## src/rtl/program_loader.sv

```systemverilog
// -----------------------------------------------------------------------------
// program_loader
//
// Host-link front end for the processor. It takes a byte stream, writes it
// into instruction memory as big-endian 32-bit words, runs the processor for
// a host-chosen number of cycles, then streams the register file back out.
//
// Byte stream layout (big-endian, first byte = MSB):
//   WCNT[15:0]  number of program words that follow
//   RCYC[15:0]  number of cycles to hold `working` high
//   WCNT x 4 bytes of program words
//
// Ports:
//   clock, reset         system clock, asynchronous active-high reset
//   in_data/in_valid/in_ready   host byte stream (transfer = valid & ready)
//   addr/wEn/wDat        instruction memory write port (one-cycle wEn pulses)
//   working              processor run enable
//   rID/rdata            register file read port (rdata combinational on rID)
//   out_data/out_idx/out_valid/out_ready   register dump stream
//   busy                 high in every state except header collection
//   err                  sticky header error (cleared only by reset)
// -----------------------------------------------------------------------------
module program_loader #(
    parameter int ADDR_W = 9,
    parameter int NREGS  = 16,
    parameter int RID_W  = 4
) (
    input  logic              clock,
    input  logic              reset,
    input  logic [7:0]        in_data,
    input  logic              in_valid,
    output logic              in_ready,
    output logic [ADDR_W-1:0] addr,
    output logic              wEn,
    output logic [31:0]       wDat,
    output logic              working,
    output logic [RID_W-1:0]  rID,
    input  logic [31:0]       rdata,
    output logic [31:0]       out_data,
    output logic [RID_W-1:0]  out_idx,
    output logic              out_valid,
    input  logic              out_ready,
    output logic              busy,
    output logic              err
);

    typedef enum logic [2:0] {
        S_HDR,
        S_LOAD,
        S_RUN,
        S_DUMP,
        S_ERR
    } state_t;

    state_t            state;
    logic [1:0]        byte_cnt;    // bytes already collected in current group
    logic [23:0]       shift;       // first three bytes of header / word
    logic [15:0]       wcnt;
    logic [15:0]       rcyc;
    logic [15:0]       run_cnt;
    logic [ADDR_W-1:0] widx;
    logic              load_done;   // last write pulse is on the bus this cycle
    logic              dump_phase;  // 0: rID settling, 1: word presented

    logic        take;
    logic [31:0] full;
    logic [15:0] hdr_wcnt;
    logic [15:0] hdr_rcyc;
    logic        hdr_too_big;
    logic        last_word;

    assign take        = in_valid & in_ready;
    assign full        = {shift, in_data};
    assign hdr_wcnt    = full[31:16];
    assign hdr_rcyc    = full[15:0];
    assign hdr_too_big = 32'(hdr_wcnt) > (32'd1 << ADDR_W);
    assign last_word   = 32'(widx) == (32'(wcnt) - 32'd1);

    always_ff @(posedge clock or posedge reset) begin
        if (reset) begin
            state      <= S_HDR;
            in_ready   <= 1'b1;
            addr       <= '0;
            wEn        <= 1'b0;
            wDat       <= '0;
            working    <= 1'b0;
            rID        <= '0;
            out_data   <= '0;
            out_idx    <= '0;
            out_valid  <= 1'b0;
            busy       <= 1'b0;
            err        <= 1'b0;
            byte_cnt   <= '0;
            shift      <= '0;
            wcnt       <= '0;
            rcyc       <= '0;
            run_cnt    <= '0;
            widx       <= '0;
            load_done  <= 1'b0;
            dump_phase <= 1'b0;
        end else begin
            wEn <= 1'b0;

            case (state)
                S_HDR: begin
                    if (take) begin
                        shift    <= full[23:0];
                        byte_cnt <= byte_cnt + 2'd1;
                        if (byte_cnt == 2'd3) begin
                            wcnt <= hdr_wcnt;
                            rcyc <= hdr_rcyc;
                            widx <= '0;
                            busy <= 1'b1;
                            if (hdr_too_big) begin
                                state    <= S_ERR;
                                in_ready <= 1'b0;
                                err      <= 1'b1;
                            end else if (hdr_wcnt == 16'd0) begin
                                in_ready <= 1'b0;
                                if (hdr_rcyc == 16'd0) begin
                                    state      <= S_DUMP;
                                    rID        <= '0;
                                    dump_phase <= 1'b0;
                                end else begin
                                    state   <= S_RUN;
                                    working <= 1'b1;
                                    run_cnt <= hdr_rcyc;
                                end
                            end else begin
                                state <= S_LOAD;
                            end
                        end
                    end
                end

                S_LOAD: begin
                    // The final write pulse gets its own cycle so wEn has
                    // already fallen when working rises.
                    if (load_done) begin
                        load_done <= 1'b0;
                        if (rcyc == 16'd0) begin
                            state      <= S_DUMP;
                            rID        <= '0;
                            dump_phase <= 1'b0;
                        end else begin
                            state   <= S_RUN;
                            working <= 1'b1;
                            run_cnt <= rcyc;
                        end
                    end else if (take) begin
                        shift    <= full[23:0];
                        byte_cnt <= byte_cnt + 2'd1;
                        if (byte_cnt == 2'd3) begin
                            wDat <= full;
                            addr <= widx;
                            wEn  <= 1'b1;
                            widx <= widx + 1'b1;
                            if (last_word) begin
                                load_done <= 1'b1;
                                in_ready  <= 1'b0;
                            end
                        end
                    end
                end

                S_RUN: begin
                    // working was raised on entry, so it stays high for the
                    // cycles in which run_cnt counts RCYC down to 1.
                    if (run_cnt == 16'd1) begin
                        working    <= 1'b0;
                        state      <= S_DUMP;
                        rID        <= '0;
                        dump_phase <= 1'b0;
                    end else begin
                        run_cnt <= run_cnt - 16'd1;
                    end
                end

                S_DUMP: begin
                    if (!dump_phase) begin
                        out_data   <= rdata;
                        out_idx    <= rID;
                        out_valid  <= 1'b1;
                        dump_phase <= 1'b1;
                    end else if (out_ready) begin
                        out_valid  <= 1'b0;
                        dump_phase <= 1'b0;
                        if (rID == RID_W'(NREGS - 1)) begin
                            state    <= S_HDR;
                            busy     <= 1'b0;
                            in_ready <= 1'b1;
                            rID      <= '0;
                        end else begin
                            rID <= rID + 1'b1;
                        end
                    end
                end

                S_ERR: begin
                    in_ready <= 1'b0;
                    err      <= 1'b1;
                    busy     <= 1'b1;
                end

                default: begin
                    state <= S_HDR;
                end
            endcase
        end
    end

endmodule

```

## config.mk

```make
export PLATFORM = sky130hd
export DESIGN_NAME = program_loader
export DESIGN_NICKNAME = d
export VERILOG_FILES = /design/src/rtl/program_loader.sv
export SDC_FILE = /design/constraint.sdc
export NUM_CORES = 1
export LEC_CHECK = 0
export CAP_MARGIN = 30
export CORE_UTILIZATION = 54
export CTS_CLUSTER_SIZE = 12
export DETAILED_ROUTE_END_ITERATION = 7
export PLACE_DENSITY = 0.81
export SLEW_MARGIN = 20
export SYNTH_ARGS = -nofsm -noshare
export SYNTH_HDL_FRONTEND = slang
export SYNTH_SLANG_ARGS = --single-unit
```

## constraint.sdc

```tcl
create_clock -name clock -period 12.4 [get_ports clock]
set_clock_uncertainty 0.1 [all_clocks]
set_input_delay 1.86 -clock clock [delete_from_list [all_inputs] [get_ports clock]]
set_output_delay 1.86 -clock clock [all_outputs]
set_load 0.01 [all_outputs]
```

==> results of run 1 <==
## registers in the layout (all words and copies together), names as in the netlist, 2 cells and up
register  cells
addr          9
byte_cnt      2
out_data     32
out_idx       4
rID           4
rcyc         16
run_cnt      16
shift        24
state         3
wDat         32
wcnt         16
widx          9
## critical path, cell delays in order
cell	delay [ps]
clkdlybuf4s50_1	610
nor4_1	90
nand4_1	210
o22a_1	190
nand4_1	580
nor2_4	490
mux2i_1	230
## synth_stat cells (all sizes together) (2+ instances only)
| cell type | instances | area share |
|---|---|---|
| mux2 | 103 | 0.15 |
| nand2 | 117 | 0.055 |
| a222oi | 3 | 0.0038 |
| dfrtp | 174 | 0.55 |
| mux2i | 4 | 0.0050 |
| nand3 | 18 | 0.012 |
| o31ai | 8 | 0.0075 |
| clkbuf | 23 | 0.011 |
| o2111ai | 2 | 0.0022 |
| a31oi | 9 | 0.0071 |
| a22o | 8 | 0.0088 |
| nor4b | 3 | 0.0033 |
| o22ai | 9 | 0.0071 |
| nor4 | 17 | 0.013 |
| or4 | 3 | 0.0038 |
| a21oi | 26 | 0.016 |
| buf | 8 | 0.0041 |
| nor2 | 36 | 0.018 |
| a31o | 2 | 0.0022 |
| and3 | 5 | 0.0039 |
| xnor2 | 9 | 0.0099 |
| o21ai | 33 | 0.021 |
| or3 | 5 | 0.0046 |
| ha | 6 | 0.0094 |
| nor3 | 13 | 0.0082 |
| nand4 | 8 | 0.0071 |
| nand2b | 4 | 0.0031 |
| a21o | 2 | 0.0019 |
| inv | 14 | 0.0066 |
| xor2 | 7 | 0.0077 |
| and2 | 5 | 0.0039 |
| or2 | 3 | 0.0024 |
| a22oi | 8 | 0.0082 |
| a2bb2oi | 7 | 0.0077 |
## area by class of cell
cell class / instances / area [sq um] / area share
Tap cell: 184 / 230.2 / 0.02259
Inverter: 14 / 57.56 / 0.005647
Clock inverter: 13 / 210.2 / 0.02062
Clock buffer: 19 / 452.9 / 0.04444
Sequential cell: 175 / 4380 / 0.4298
Timing Repair Buffer: 138 / 1434 / 0.1407
Multi-Input combinational cell: 500 / 3427 / 0.3362
## power by group through the flow
stage | sequential [W] | clock (W) | combinational [W]
6_report | 0.000974 | 0.000601 | 0.00105
5_1_grt | 0.000999 | 0.000625 | 0.00113
4_1_cts | 0.000968 | 0.000603 | 0.00102
3_5_place_dp | 0.000973 | 0 | 0.00101
3_3_place_gp | 0.000960 | 0 | 0.000975
2_1_floorplan | 0.000932 | 0 | 0.000643
## per-layer routing
| metal | share of wire | track usage |
|---|---|---|
| met3 | 0.058 | 0.05766 |
| met1 | 0.41 | 0.3761 |
| met2 | 0.51 | 0.4717 |
| met4 | 0.020 | 0.1047 |
| met5 | 0 | 0 |
## cells by family (layout without fill, tap and decap cells)
| group | after synthesis | count (layout) |
|---|---|---|
| compound gates | 128 | 128 |
| xor+xnor | 16 | 16 |
| fa+ha+maj | 6 | 6 |
| buf+inv | 45 | 184 |
| flops | 175 | 175 |
| mux | 107 | 107 |
| simple gates | 243 | 243 |
## worst max-delay path by stage
| stage | start | end |
|---|---|---|
| floorplan | reset | addr[0] |
| global placement | in_data[7] | run_cnt[1] |
| detailed placement | in_valid | addr[5] |
| CTS | in_valid | addr[5] |
| global route | in_data[7] | run_cnt[0] |
| finish | in_data[7] | run_cnt[1] |
## through the flow
step | hold WS (ps) | util | std cells
6_report | 371.5 | 0.7039 | 1043
5_1_grt | 380.5 | 0.7039 | 1043
4_1_cts | 375.5 | 0.6988 | 1040
3_5_place_dp | 359.5 | 0.6530 | 1008
3_3_place_gp | 350.5 | 0.6511 | 1007
2_1_floorplan | 337.5 | - | 720
==> flow_summary.json, run 1 <==
{
  "synth_seq_area_share": 0.5502,
  "clkLatencyLatePin_ps": 440,
  "tightestPinTransition_ps": 952.3,
  "rsz0062_at_grt": "false",
  "dp.final_hpwl_um": 13650,
  "cts_buffers": 17,
  "synthDistinctLibCells": 63,
  "synth_top_family_by_area": "multiplexers",
  "cap_violations": 0,
  "synth_edf_count": 0,
  "seqPwrFrac": 0.372,
  "crit_path_end_kind": "flop",
  "synthMuxAreaShare": 0.1512,
  "synthesis.area_sq_um": 7961,
  "syn-num-nets": 770,
  "hold_path_class": "reg2reg",
  "syn_avg_cell_area_sq_um": 11.06,
  "final_max_slew_viol_count": 0,
  "path_clk_slew_ps": 70,
  "yosys.area_share.adder": 0.009430,
  "async_flop_share": 1.000,
  "grt.overflow.total": 0,
  "drt-initial-drc-count": 566,
  "fp-row-count": 44,
  "cts_max_level": 4,
  "yosys_most_used_dff": "dfrtp_1",
  "layout_commonest_cell": "dfrtp_1",
  "die_h_um": 123.4,
  "cts_buffer_depth": 2,
  "power.internal_w": 0.001641,
  "setup_tns_ps": 0,
  "fin_ws_ps": 8389,
  "final_layout_size_suffix_gt1_frac": 0.1874,
  "syn_inst": 720,
  "vdd_drop_max_mv": 0.1306,
  "drt_wl_total_um": 20830,
  "crit_type": "in2reg",
  "fin_crit_ps": 4011,
  "power_density_nw_per_um2": 257.2,
  "first_pass_iters": 7,
  "min_period_over_period": 0.3235,
  "grt_usage": 0.2867,
  "status": "finished, final reports clean",
  "synth_compound_area_frac": 0.1055,
  "cp-start-kind": "primary input",
  "n_antenna_cell": 0,
  "dieArea_sq_um": 15230,
  "synth_xor_area_frac": 0.01760,
  "timing_hold_violations_final": 0,
  "whs_endpoint": "err",
  "crit_path_max_fanout": 16,
  "drc": 0,
  "dieWidth_um": 123.4,
  "hold_path_depth": 1,
  "ys_ff_latch": 175,
  "place_ws_ps": 7994,
  "r2r_slack_ps": 9130,
  "r2r-start": "shift[13]",
  "p_sw_frac": 0.3741,
  "grt_max_degree": 99,
  "finalSetupViolCount": 0,
  "via_count": 6379,
  "cts_tree": "yes",
  "clockPowerShare": 0.229,
  "fmax_mhz": 249.3,
  "cts.sinks": 175,
  "fillers": 998,
  "io-pin-count": 131,
  "hold_start": "err",
  "place_congestion": 0.9274,
  "r2r_cells": 6,
  "coreArea_sq_um": 14480,
  "p_leak_nw": 4.593,
  "cts_setup_buffers": 0,
  "final_nets": 896,
  "cts_resized": 0,
  "power_switching_w": 0.0009804,
  "rr_endpoint": "run_cnt[1]",
  "yosys_warnings": 0,
  "final_cell_mix": "dfrtp_1, clkdlybuf4s50_1, nand2_1",
  "grt_pass1_vias": 6334,
  "area_growth_pct": 28.02,
  "detail-route-antenna-nets": 0,
  "vias_per_cell": 6.116,
  "synth-simple-area-share": 0.1446,
  "antenna_found_initial": 0,
  "max-slew-margin-rel": 0.3636,
  "power.total_w": 0.002621,
  "numPortBuffers": 130,
  "critPathRequiredTime_ps": 12650,
  "wl_per_cell_um": 19.97,
  "cts-root-buf": "clkbuf_16",
  "grt_pass1_wl_um": 33150,
  "crit_arrival_ps": 4270,
  "place_area_sq_um": 9454,
  "p_comb_frac": 0.399,
  "postLayoutCellArea_sq_um": 10190,
  "cts_hold_buffers": 0,
  "start_util": 0.5499
}
No activity file was read; power rests on OpenSTA's default activity.
==> inputs of run 2 (changes only) <==
CORE_UTILIZATION = 48   (was 54)
PLACE_DENSITY = 0.76   (was 0.81)
clock period = 3.3 ns   (was 12.4 ns; I/O delays follow)
==> run 2 against run 1 <==
Compared with the run above: critical path depth increased by 1; sequential power increased to 3.7 times the previous value; wire length decreased by 7.1%; core utilization decreased by 6.5 points; via count decreased by 3.7%; combinational power increased to 3.7 times the previous value; global-route usage decreased by 4.5 points; power increased to 3.7 times the previous value; clock power increased to 3.7 times the previous value; largest power group unchanged; critical endpoint is now rID[0]; setup slack got worse by 7900 ps; sequential cell count unchanged.
==> flow_summary.json, run 2 (synthesis results as in run 1) <==
{
  "status": "finished, final reports clean",
  "final_nets": 908,
  "via_count": 6146,
  "vdd_drop_max_mv": 0.5190,
  "die_h_um": 130.8,
  "crit_buf_inv": 1,
  "cp_slowest_stage_delay_ps": 510,
  "critPathRequiredTime_ps": 3520,
  "cts.sinks": 175,
  "crit_path_end_kind": "flop",
  "io-pin-count": 131,
  "finalSetupViolCount": 0,
  "power.total_w": 0.009668,
  "p_sw_frac": 0.3621,
  "seqPwrFrac": 0.374,
  "max-slew-margin-rel": 0.5320,
  "seq_area_sq_um": 4380,
  "start_util": 0.4958,
  "final_layout_size_suffix_gt1_frac": 0.1986,
  "fillers": 1234,
  "cts_resized": 0,
  "wl_per_cell_um": 17.80,
  "fp-row-count": 46,
  "crit_slowest_cell": "nor4b_1",
  "rsz0062_at_grt": "false",
  "crit_path_max_fanout": 6,
  "grt.overflow.total": 0,
  "numPortBuffers": 130,
  "cts_max_level": 4,
  "grt_pass1_vias": 6039,
  "grt_pass1_wl_um": 31460,
  "grt_usage": 0.2413,
  "critPathTopFamily": "simple AND/OR/NAND/NOR gates",
  "dieArea_sq_um": 17100,
  "crit_type": "reg2reg",
  "cts_buffers": 17,
  "fin_crit_ps": 2804,
  "crit_arrival_ps": 3020,
  "cts-root-buf": "clkbuf_16",
  "crit_path_cell_trace": "inv_1 > ha_1 > nor4b_1 > nand4_2 > a22oi_2 > nand3_2 > or3_4 > mux2_4",
  "antenna_found_initial": 0,
  "cap_violations": 0,
  "p_comb_frac": 0.397,
  "cts_tree": "yes",
  "cp-start-kind": "flop",
  "n_antenna_cell": 0,
  "timing_hold_violations_final": 0,
  "place_congestion": 0.9229,
  "dieWidth_um": 130.8,
  "cts_buffer_depth": 2,
  "vias_per_cell": 5.654,
  "power.internal_w": 0.006168,
  "cts_hold_buffers": 0,
  "final_max_slew_viol_count": 0,
  "path_clk_slew_ps": 70,
  "cts_setup_buffers": 0,
  "multi_input_area_sq_um": 3422,
  "detail-route-antenna-nets": 0,
  "area_growth_pct": 28.82,
  "drt_wl_total_um": 19350,
  "drt-initial-drc-count": 448,
  "layout_commonest_cell": "dfrtp_1",
  "min_period_over_period": 0.8497,
  "grt_max_degree": 44,
  "tightestPinTransition_ps": 702.0,
  "top_regs": "out_data: 32 flops, wDat: 32 flops, shift: 24 flops",
  "final_cell_mix": "dfrtp_1, clkdlybuf4s50_1, nand2_1",
  "clockPowerShare": 0.229,
  "setup_tns_ps": 0,
  "power_density_nw_per_um2": 942.7,
  "power_switching_w": 0.003501,
  "hold_path_class": "in2async",
  "dp.final_hpwl_um": 13330,
  "fmax_mhz": 356.6,
  "drc": 0,
  "first_pass_iters": 5,
  "p_leak_nw": 4.625,
  "coreArea_sq_um": 16060,
  "clkLatencyLatePin_ps": 430
}
==> run 2: cell count changes in the layout (fill, tap and decap cells not counted), sizes merged <==
cell	before	now
clkinv	5	4
buf	8	20
clkinvlp	2	3
clkbuf	19	18
inv	15	16
==> run 2: path summary, 6_finish.rpt <==
path	startpoint	to	slack (ps)	cells after the start
worst max-delay path	run_cnt[1]	rID[0]	500	8
worst min-delay path	reset	run_cnt[11]	370	2
worst max register to register	run_cnt[1]	rID[0]	500	8
worst min register to register	out_valid	out_valid	380	1
max in group asynchronous	reset	shift[22]	1830	3
min in group clock	out_valid	out_valid	380	1
==> run 2: final cells by class <==
| class | instances | share of cell area |
|---|---|---|
| repair buffers | 150 | 0.1440 |
| multi-input cells | 500 | 0.3337 |
| well taps | 216 | 0.02635 |
| flip-flops and latches | 175 | 0.4271 |
| inverters | 14 | 0.005490 |
| clock buffers | 18 | 0.04282 |
| clock inverters | 14 | 0.02062 |
==> run 2: layer usage <==
layer  share of wire  wire length (um)  global-route usage  vias to the layer above
li1                -                 -                   -                     2874
met1            0.43              8348              0.3292                     3011
met2            0.49              9561              0.3831                      223
met3           0.054              1046             0.04927                       38
met4           0.020               392             0.08790                        0
met5               0                 0                   0                        -
==> run 2: power by group through the flow <==
stage	clock, W	sequential, W	combinational [W]
finish	0.00221	0.00362	0.00384
global route	0.00234	0.00372	0.00422
CTS	0.00224	0.00360	0.00384
detailed placement	0	0.00363	0.00382
global placement	0	0.00360	0.00377
floorplan	0	0.00350	0.00242
==> run 2: stage by stage <==
stage | area, sq um | setup slack, ps | hold slack (ps) | cells | util
5_1_grt | 10260 | 360.5 | 392.2 | 1087 | 0.6387
6_report | 10260 | 496.0 | 368.6 | 1087 | 0.6387
3_5_place_dp | 9605 | 513.7 | 369.8 | 1055 | 0.5982
4_1_cts | 10260 | 544.4 | 371.6 | 1087 | 0.6387
3_3_place_gp | 9605 | 556.8 | 351.6 | 1055 | 0.5982
2_1_floorplan | 7965 | 467.2 | 337.5 | 720 | -
